`src/rtl/uart_ctrl_pkg.sv`:
```
// Shared definitions for the UART controller: FSM state encodings and
// the uart_stat bit positions the CSR unit uses to assemble MUARTSTAT.
package uart_ctrl_pkg;

    typedef enum logic [1:0] {
        ST_IDLE  = 2'd0,
        ST_START = 2'd1,
        ST_DATA  = 2'd2,
        ST_STOP  = 2'd3
    } uart_state_e;

    localparam int STAT_W        = 6;
    localparam int STAT_RXEMPTY  = 0;
    localparam int STAT_RXFULL   = 1;
    localparam int STAT_TXEMPTY  = 2;
    localparam int STAT_TXFULL   = 3;
    localparam int STAT_OVERRUN  = 4;
    localparam int STAT_FRAMEERR = 5;

endpackage

```
`src/rtl/uart_fifo.sv`:
```
// Synchronous FIFO used for both UART directions. Push while full and pop
// while empty are ignored; flags come from the registered count.
module uart_fifo #(
    parameter  int WIDTH = 8,
    parameter  int DEPTH = 8,
    localparam int AW    = $clog2(DEPTH)
) (
    input  logic             clk,
    input  logic             rst,
    input  logic             push,
    input  logic [WIDTH-1:0] push_data,
    input  logic             pop,
    output logic [WIDTH-1:0] head,
    output logic             empty,
    output logic             full,
    output logic [AW:0]      count
);

    logic [WIDTH-1:0] mem_q [DEPTH];
    logic [AW-1:0]    wr_q, wr_d;
    logic [AW-1:0]    rd_q, rd_d;
    logic [AW:0]      cnt_q, cnt_d;
    logic             do_push, do_pop;

    assign empty   = (cnt_q == '0);
    assign full    = (cnt_q == (AW+1)'(DEPTH));
    assign count   = cnt_q;
    assign head    = mem_q[rd_q];
    assign do_push = push && !full;
    assign do_pop  = pop && !empty;

    always_comb begin
        wr_d  = do_push ? wr_q + AW'(1) : wr_q;
        rd_d  = do_pop  ? rd_q + AW'(1) : rd_q;
        cnt_d = cnt_q + (AW+1)'(do_push) - (AW+1)'(do_pop);
    end

    always_ff @(posedge clk) begin
        if (rst) begin
            wr_q  <= '0;
            rd_q  <= '0;
            cnt_q <= '0;
        end else begin
            wr_q  <= wr_d;
            rd_q  <= rd_d;
            cnt_q <= cnt_d;
        end
    end

    // Storage needs no reset: the count gates every read of it.
    always_ff @(posedge clk) begin
        if (do_push) mem_q[wr_q] <= push_data;
    end

endmodule

```
`src/rtl/uart_ctrl.sv`:
```
// 8N1 UART controller: TX/RX FIFOs, serializer, synchronized deserializer
// and sticky error status for the CSR unit.
module uart_ctrl
    import uart_ctrl_pkg::*;
#(
    parameter int CLKS_PER_BIT = 868,
    parameter int FIFO_DEPTH   = 8
) (
    input  logic              clk,
    input  logic              rst,
    input  logic              csr_uart_tx_valid,
    input  logic [7:0]        csr_uart_tx_data,
    input  logic              csr_uart_rx_pop,
    input  logic              csr_uart_err_clr,
    output logic [7:0]        uart_rx_data,
    output logic [STAT_W-1:0] uart_stat,
    output logic              uart_txd,
    input  logic              uart_rxd
);

    localparam int CW = $clog2(CLKS_PER_BIT);
    localparam int AW = $clog2(FIFO_DEPTH);

    logic [7:0] tx_head, rx_head;
    logic       tx_empty, tx_full, tx_pop;
    logic       rx_empty, rx_full, rx_push;
    logic [AW:0] tx_count, rx_count;

    uart_fifo #(.WIDTH(8), .DEPTH(FIFO_DEPTH)) u_tx_fifo (
        .clk(clk), .rst(rst),
        .push(csr_uart_tx_valid), .push_data(csr_uart_tx_data),
        .pop(tx_pop), .head(tx_head),
        .empty(tx_empty), .full(tx_full), .count(tx_count)
    );

    // ---------------- TX ----------------
    uart_state_e tx_state_q, tx_state_d;
    logic [CW-1:0] tx_cnt_q, tx_cnt_d;
    logic [2:0]    tx_bit_q, tx_bit_d;
    logic [7:0]    tx_shift_q, tx_shift_d;
    logic          txd_q, txd_d;
    logic          tx_bnd;

    assign tx_bnd = (tx_cnt_q == CW'(CLKS_PER_BIT-1));

    always_ff @(posedge clk) begin
        if (rst) begin
            tx_state_q <= ST_IDLE;
            tx_cnt_q   <= '0;
            tx_bit_q   <= '0;
            tx_shift_q <= '0;
            txd_q      <= 1'b1;
        end else begin
            tx_state_q <= tx_state_d;
            tx_cnt_q   <= tx_cnt_d;
            tx_bit_q   <= tx_bit_d;
            tx_shift_q <= tx_shift_d;
            txd_q      <= txd_d;
        end
    end

    always_comb begin
        tx_state_d = tx_state_q;
        case (tx_state_q)
            ST_IDLE:  if (!tx_empty) tx_state_d = ST_START;
            ST_START: if (tx_bnd) tx_state_d = ST_DATA;
            ST_DATA:  if (tx_bnd && tx_bit_q == 3'd7) tx_state_d = ST_STOP;
            ST_STOP:  if (tx_bnd) tx_state_d = tx_empty ? ST_IDLE : ST_START;
            default:  tx_state_d = ST_IDLE;
        endcase
    end

    // txd is registered from the current state, so the line trails the FSM
    // by one cycle; every bit still spans exactly CLKS_PER_BIT cycles.
    always_comb begin
        tx_pop     = !tx_empty && (tx_state_q == ST_IDLE || (tx_state_q == ST_STOP && tx_bnd));
        tx_cnt_d   = (tx_state_q == ST_IDLE || tx_bnd) ? '0 : tx_cnt_q + CW'(1);
        tx_bit_d   = (tx_state_q != ST_DATA) ? 3'd0 : (tx_bnd ? tx_bit_q + 3'd1 : tx_bit_q);
        tx_shift_d = tx_shift_q;
        if (tx_pop)
            tx_shift_d = tx_head;
        else if (tx_state_q == ST_DATA && tx_bnd)
            tx_shift_d = {1'b0, tx_shift_q[7:1]};
        case (tx_state_q)
            ST_START: txd_d = 1'b0;
            ST_DATA:  txd_d = tx_shift_q[0];
            default:  txd_d = 1'b1;
        endcase
    end

    assign uart_txd = txd_q;

    // ---------------- RX ----------------
    logic rxd_meta_q, rxd_sync_q, rxd_prev_q;

    always_ff @(posedge clk) begin
        if (rst) begin
            rxd_meta_q <= 1'b1;
            rxd_sync_q <= 1'b1;
            rxd_prev_q <= 1'b1;
        end else begin
            rxd_meta_q <= uart_rxd;
            rxd_sync_q <= rxd_meta_q;
            rxd_prev_q <= rxd_sync_q;
        end
    end

    uart_state_e rx_state_q, rx_state_d;
    logic [CW-1:0] rx_cnt_q, rx_cnt_d;
    logic [2:0]    rx_bit_q, rx_bit_d;
    logic [7:0]    rx_shift_q, rx_shift_d;
    logic          overrun_q, overrun_d;
    logic          frameerr_q, frameerr_d;
    logic          rx_half, rx_bnd, frame_bad;

    assign rx_half = (rx_cnt_q == CW'(CLKS_PER_BIT/2 - 1));
    assign rx_bnd  = (rx_cnt_q == CW'(CLKS_PER_BIT-1));

    always_ff @(posedge clk) begin
        if (rst) begin
            rx_state_q <= ST_IDLE;
            rx_cnt_q   <= '0;
            rx_bit_q   <= '0;
            rx_shift_q <= '0;
            overrun_q  <= 1'b0;
            frameerr_q <= 1'b0;
        end else begin
            rx_state_q <= rx_state_d;
            rx_cnt_q   <= rx_cnt_d;
            rx_bit_q   <= rx_bit_d;
            rx_shift_q <= rx_shift_d;
            overrun_q  <= overrun_d;
            frameerr_q <= frameerr_d;
        end
    end

    always_comb begin
        rx_state_d = rx_state_q;
        case (rx_state_q)
            ST_IDLE:  if (rxd_prev_q && !rxd_sync_q) rx_state_d = ST_START;
            ST_START: if (rx_half) rx_state_d = rxd_sync_q ? ST_IDLE : ST_DATA;
            ST_DATA:  if (rx_bnd && rx_bit_q == 3'd7) rx_state_d = ST_STOP;
            ST_STOP:  if (rx_bnd) rx_state_d = ST_IDLE;
            default:  rx_state_d = ST_IDLE;
        endcase
    end

    // The half-bit wait in START puts every later sample mid-bit.
    always_comb begin
        rx_cnt_d = rx_cnt_q + CW'(1);
        case (rx_state_q)
            ST_IDLE:  rx_cnt_d = '0;
            ST_START: if (rx_half) rx_cnt_d = '0;
            default:  if (rx_bnd) rx_cnt_d = '0;
        endcase
        rx_bit_d   = (rx_state_q != ST_DATA) ? 3'd0 : (rx_bnd ? rx_bit_q + 3'd1 : rx_bit_q);
        rx_shift_d = (rx_state_q == ST_DATA && rx_bnd) ? {rxd_sync_q, rx_shift_q[7:1]} : rx_shift_q;
        rx_push    = (rx_state_q == ST_STOP) && rx_bnd && rxd_sync_q;
        frame_bad  = (rx_state_q == ST_STOP) && rx_bnd && !rxd_sync_q;
        overrun_d  = (rx_push && rx_full) || (overrun_q && !csr_uart_err_clr);
        frameerr_d = frame_bad || (frameerr_q && !csr_uart_err_clr);
    end

    uart_fifo #(.WIDTH(8), .DEPTH(FIFO_DEPTH)) u_rx_fifo (
        .clk(clk), .rst(rst),
        .push(rx_push), .push_data(rx_shift_q),
        .pop(csr_uart_rx_pop), .head(rx_head),
        .empty(rx_empty), .full(rx_full), .count(rx_count)
    );

    // ---------------- Status ----------------
    always_comb begin
        uart_stat                = '0;
        uart_stat[STAT_RXEMPTY]  = rx_empty;
        uart_stat[STAT_RXFULL]   = rx_full;
        uart_stat[STAT_TXEMPTY]  = tx_empty && (tx_state_q == ST_IDLE);
        uart_stat[STAT_TXFULL]   = tx_full;
        uart_stat[STAT_OVERRUN]  = overrun_q;
        uart_stat[STAT_FRAMEERR] = frameerr_q;
        uart_rx_data             = rx_empty ? 8'h00 : rx_head;
    end

endmodule

```
`config.mk`:
```
export PLATFORM = sky130hd
export DESIGN_NAME = uart_ctrl
export DESIGN_NICKNAME = d
export VERILOG_FILES = /design/src/rtl/uart_ctrl_pkg.sv /design/src/rtl/uart_fifo.sv /design/src/rtl/uart_ctrl.sv
export SDC_FILE = /design/constraint.sdc
export NUM_CORES = 1
export LEC_CHECK = 0
export ABC_AREA = 0
export CORE_MARGIN = 8
export CORE_UTILIZATION = 61
export CTS_BUF_LIST = sky130_fd_sc_hd__clkbuf_16
export DETAILED_ROUTE_END_ITERATION = 12
export PLACE_DENSITY = 0.79
export SYNTH_ARGS = -nofsm -noshare
export SYNTH_HDL_FRONTEND = slang
export SYNTH_HIERARCHICAL = 1
export SYNTH_SLANG_ARGS = --single-unit
```
`constraint.sdc`:
```
create_clock -name clk -period 3.2 [get_ports clk]
set_input_delay 0.48 -clock clk [delete_from_list [all_inputs] [get_ports clk]]
set_output_delay 0.48 -clock clk [all_outputs]
set_load 0.05 [all_outputs]
```
# Word level (Yosys, flattened, before mapping)

Memories as Yosys holds them, arrays and structs flattened. A register that Yosys moved wholly into a read port is not among the register bits.
Index checks and enable logic that the tools add are counted.

Reduce and logical (&&, ||, !) cells: 38
Equal/unequal tests: 23
$add $sub $neg: 12
Multiplexer cells: 27

Operators with widths:

| operator                                        | number |
|---|---|
| 2-to-1 mux 8 bit                                | 3 |
| adder 10 x 1 -> 10 bit (second input constant)  | 2 |
| == test 10 bit (second input constant)          | 2 |
| 2-to-1 mux 10 bit                               | 2 |
| inequality test 2 bit (second input constant)   | 10 |
| case mux 10 bit (2 select lines)                | 1 |
| adder 3 x 1 -> 3 bit (second input constant)    | 6 |
| logical AND 1 bit                               | 18 |
| 2-to-1 mux 2 bit                                | 9 |
| case mux 2 bit (4 select lines)                 | 2 |
| 2-to-1 mux 3 bit                                | 4 |
| == test 10 x 9 -> 1 bit (second input constant) | 1 |
| adder 4 x 1 -> 4 bit                            | 2 |
| == test 2 bit (second input constant)           | 4 |
| == test 4 bit (second input constant)           | 2 |
| logical NOT 4 bit                               | 2 |
| AND reduction 4 bit                             | 2 |
| subtractor 4 x 1 -> 4 bit                       | 2 |
| == test 3 bit (second input constant)           | 2 |
| logical NOT 1 bit                               | 6 |
| OR reduction 2 bit                              | 3 |
| 2-to-1 mux 1 bit                                | 5 |
| == test 2 x 1 -> 1 bit (second input constant)  | 2 |
| logical NOT 2 bit                               | 2 |
| 3 further kinds                                 | 6 |

Input bits: 14
Logic and storage cells: 122
Memory bits (writable): 128
Register bits: 72
Memories: 2

Memory list:

| name            | depth | width | rd ports | clocked after Yosys merged registers in | write ports | RTL line        | RTL |
|---|---|---|---|---|---|---|---|
| u_rx_fifo.mem_q | 8     | 8     | 1        | 1                                       | 1           | uart_fifo.sv:19 | `logic [WIDTH-1:0] mem_q [DEPTH];` |
| u_tx_fifo.mem_q | 8     | 8     | 1        | 1                                       | 1           | uart_fifo.sv:19 |  |

# Depth between registers and ports, before layout

Depth in word-level cells: 7
Depth in mapped cells: 14
Depth with buffers taken out: 12

# Hierarchy

Netlist, hierarchy kept.

By module, submodules not included:

| module    | cells an instance | sequential area each (sq um) | instances | area each (sq um) |
|---|---|---|---|---|
| uart_fifo | 174               | 2182.1                       | 2         | 3180.6 |
| uart_ctrl | 268               | 1041.0                       | 1         | 2518.7 |

# Worst setup path after synthesis

No wires, ideal clock.

Path type: register -> register
Start: reg tx_cnt_q[0]
End: reg u_tx_fifo.cnt_q[2] (netlist: u_tx_fifo/count[2])
Setup slack: 0.375 ns
Period minus slack after synthesis: 2.825 ns
Setup time: 0.128 ns
Stages on the path, launching flop included: 15
Arrival time: 2.697 ns
Cell sequence: dfxtp_1 ha_1 nor3b_4 a41oi_4 or2_0 buf_2 inv_2 nor2b_1 buf_2 xnor2_1 ha_1 inv_1 fa_1 xor2_1 nor2_1

Longest elaborated chain between the ends: 6

Ends and longest elaborated chain:

| what                      | RTL line        | RTL |
|---|---|---|
| from (decl)               | uart_ctrl.sv:38 | `logic [CW-1:0] tx_cnt_q, tx_cnt_d;` |
| from (signal assigned)    | uart_ctrl.sv:55 | `tx_cnt_q <= tx_cnt_d;` |
| == test 10 bit            | uart_ctrl.sv:44 | `assign tx_bnd = (tx_cnt_q == CW'(CLKS_PER_BIT-1));` |
| logical AND 1 bit         | uart_ctrl.sv:76 | `tx_pop = !tx_empty && (tx_state_q == ST_IDLE \|\| (tx_state_q == ST_STOP && tx_bnd));` |
| logical OR 1 bit          | uart_ctrl.sv:76 |  |
| logical AND 1 bit         | uart_ctrl.sv:76 |  |
| net tx_pop                | uart_ctrl.sv:25 | `logic tx_empty, tx_full, tx_pop;` |
| logical AND 1 bit         | uart_fifo.sv:30 | `assign do_pop = pop && !empty;` |
| subtractor 4 x 1 -> 4 bit | uart_fifo.sv:35 | `cnt_d = cnt_q + (AW+1)'(do_push) - (AW+1)'(do_pop);` |
| to (signal assigned)      | uart_fifo.sv:46 | `cnt_q <= cnt_d;` |
| to (decl)                 | uart_fifo.sv:22 | `logic [AW:0] cnt_q, cnt_d;` |

The timed path passes the listed nets, and every way through them passes these cells.
A chain may end at the register's enable or synchronous reset.

# Final worst setup path

Start: reg u_tx_fifo.cnt_q[2] (netlist: u_tx_fifo/count[2])
End: out uart_stat[3]

Longest elaborated chain between the ends: 1

Ends and longest elaborated chain:

| what          | RTL line        | RTL |
|---|---|---|
| == test 4 bit | uart_fifo.sv:26 | `assign full = (cnt_q == (AW+1)'(DEPTH));` |
| to (decl)     | uart_ctrl.sv:16 | `output logic [STAT_W-1:0] uart_stat,` |

No other way between the ends.

==> summary.txt <==
Route
  • Via density per instance: 5.842
  • Via count: 5042
  • DRT Pass-1 Iters: 4
  • Iter 0 DRT Violations: 300
  • Routed WL: 15.47 mm
  • # DRC: 0
  • Routed length per placed instance: 17.93 um
  • Antenna viol nets, final: 0

GRT
  • First-pass GRT wire length: 25.11 mm
  • Largest net degree at the start of global routing: 23
  • Number of global-route vias before repair: 5176
  • Tot GR Track Use: 16.85%
  • Grt ovf: 0
  • Antenna violations before repair: 0

Clock tree
  • Hold-fix buffers, CTS: 0
  • Worst-Skew Late Latency: 0.49 ns
  • CTS sink count: 206
  • TritonCTS Buffers: 21
  • Post-CTS sizing: 0
  • H-Tree Depth: 1
  • Longest Clk Path Bufs: 3
  • CTS Root Cell: clkbuf_16
  • CTS tree: done
  • Number of setup buffers added after CTS: 0
  • Clk slew on worst S/H paths: 0.06 ns

Run
  • Max-cap viol count: 0

Synth
  • Post-synth EDFFs: 128
  • Syn nets: 658
  • Number of synthesis warnings: 6
  • Synth cell types: 56
  • Syn avg cell area: 14.42 um2
  • Yosys reg bits: 206
  • Synthesized area: 8880 um2
  • Synth Instances: 616
  • Sequential fraction of the synthesis area: 60.87%
  • Synth async-reset ratio: 0%
  • Dominant synthesized flop cell: edfxtp_1

Power and ir drop
  • Maximum VDD drop: 549.9 uV
  • Tot Pwr: 7.585 mW
  • Lkg Pwr: 3.425 nW
  • Pwr per Cell Area: 750.3 nW/um2

Placed design
  • DP Area: 9376 um2
  • Pre-CTS WS: 0.2558 ns
  • Port Buffers: 28
  • Dpl cells: 825
  • Detailed placer's ending HPWL: 10.32 mm
  • Gp weighted congestion: 0.7446

Critical path
  • Critical path cell sequence: inv_1, ha_1, or3b_2, inv_1, clkdlybuf4s50_1
  • Slowest stage delay, CP: 0.82 ns
  • CP Capture Type: output port
  • Startpoint class of the critical path: flip-flop
  • Worst EP arrival: 2.51 ns
  • Worst Path Max Fanout: 4
  • Worst EP required: 2.72 ns
  • Slowest CP cell: clkdlybuf4s50_1
  • Worst path most repeated cell: inv_1
  • CP Class: flip-flop to output port

Final layout
  • # diodes: 0
  • Final instance area: 10110 um2
  • Final non-filler cell total: 863
  • Layout cell share with drive strength beyond 1: 16.20%
  • Most common cell after layout, fill and taps aside: edfxtp_1
  • Commonest non-fill, non-tap cells in the layout: edfxtp_1, dfxtp_1, nor2_1, buf_4
  • Final net count: 706
  • Area Overhead vs Synth: 13.85%
  • Fillers: 928
  • Fin util: 70.36%

STA
  • Tcrit/Tclk final: 93.44%
  • Min Tclk post-route: 2.990 ns
  • Final setup violation count: 0
  • Fin. Hold Viols: 0
  • Slack of the critical path: 0.2100 ns
  • Worst Hold Slack: 0.4075 ns
  • Fmax: 0.3345 GHz
  • Skew final: 0.006918 ns
  • Worst-case headroom to the max-slew limit: 50.77%
  • Final Max Slew Viols: 0
  • Worst slew pin tran: 0.7362 ns
  • Final setup TNS: 0 ns
  • Unrepaired setup endpoints after global routing: false

Run status
  • Status: completed

Die
  • Die footprint: 18670 um2
  • Die width: 136.7 um
  • Std cell rows: 44
  • Initial Utilization: 61.80%
  • Die Y: 136.7 um
  • Core area: 14370 um2
  • Top Ports: 29

Min path
  • Class of the worst hold path: flip-flop to flip-flop
[cells by family after synthesis]
family                     after synthesis  share of synthesized area, %
and+or+nand+nor                        184                         11.27
adders and majority gates               28                         4.114
DFF                                    206                         60.87
buffers and inverters                   47                         2.931
AOI/OAI and AO/OA                       53                         3.988
muxes                                   76                         14.65
xor gates and xnor gates                22                         2.170
[cell type report]
| cell class | instances | area [um2] | share of cell area (%) |
|---|---|---|---|
| flip-flops and latches | 206 | 5405 | 53.47 |
| clock inverters | 17 | 207.7 | 2.054 |
| repair buffers | 53 | 455.4 | 4.505 |
| clock buffers | 21 | 525.5 | 5.198 |
| multi-input cells | 363 | 3214 | 31.79 |
| inverters | 19 | 71.32 | 0.7054 |
| well taps | 184 | 230.2 | 2.277 |
[critical path: cells and delay by family, from the launching register on]
family | cells | cell delay [ns]
AND/OR/NAND/NOR | 1 | 0.51
adder cells (fa/ha/maj) | 1 | 0.15
buffers and inverters | 3 | 1.05
flip-flops | 1 | 0.30
[Yosys cell counts (all sizes together) (2+ instances only)]
| cell type | count | area (um2) |
|---|---|---|
| nor4 | 2 | 12.51 |
| dfxtp | 78 | 1562 |
| a211o | 2 | 17.52 |
| or2 | 4 | 25.03 |
| o31ai | 7 | 52.55 |
| mux2i | 22 | 220.2 |
| nor2 | 45 | 168.9 |
| o21ai | 8 | 40.04 |
| mux4 | 32 | 833.3 |
| mux2 | 22 | 247.7 |
| nand4 | 10 | 68.81 |
| nand2 | 32 | 125.1 |
| nor2b | 18 | 112.6 |
| o211a | 2 | 20.02 |
| a21oi | 26 | 130.1 |
| a31o | 2 | 17.52 |
| nor3b | 5 | 60.06 |
| fa | 2 | 40.04 |
| or3b | 3 | 26.28 |
| inv | 19 | 71.31 |
| and4bb | 2 | 28.78 |
| xnor2 | 9 | 78.83 |
| clkbuf | 10 | 40.04 |
| or3 | 6 | 37.54 |
| edfxtp | 128 | 3844 |
| ha | 26 | 325.3 |
| buf | 18 | 148.9 |
| xor2 | 13 | 113.9 |
| nand3 | 20 | 110.1 |
| and3 | 4 | 25.02 |
| nand2b | 13 | 81.33 |
| and2 | 7 | 43.80 |
| nor3 | 11 | 55.05 |
[layer usage]
metal  share of wire (%)  global-route usage [%]  vias up
met2                  52                   31.08      104
met1                  41                   19.75     2500
met5                   0                       0        -
met4                 2.3                   5.003        0
met3                 4.5                   2.606       28
li1                    -                       -     2410
[final timing paths]
check / cells past startpoint / from / to / slack, ns
max: 5 / u_tx_fifo/count[2] / uart_stat[3] / 0.21
max reg2reg: 12 / tx_cnt_q[0] / u_tx_fifo/count[2] / 0.21
min reg2reg: 1 / rxd_meta_q / rxd_sync_q / 0.41
min: 1 / rxd_meta_q / rxd_sync_q / 0.41
[power by group]
part	total [mW]	internal, mW	switching (mW)	leakage (nW)
logic	1.88	0.782	1.10	1.40
registers	3.14	2.99	0.147	1.66
clock network	2.56	1.60	0.962	0.373
[state kept, by name, indices dropped and copies added, names as in the netlist, 2 cells and up, named ones only]
register / cells
rx_bit_q: 3
u_tx_fifo/mem_q: 64
u_rx_fifo/count: 4
u_tx_fifo/rd_q: 3
tx_shift_q: 8
tx_cnt_q: 10
tx_state_q: 2
u_tx_fifo/wr_q: 3
tx_bit_q: 3
rx_shift_q: 8
rx_cnt_q: 10
u_tx_fifo/count: 4
u_rx_fifo/mem_q: 64
u_rx_fifo/wr_q: 3
u_rx_fifo/rd_q: 3
Power figures use the tool's default switching activity.
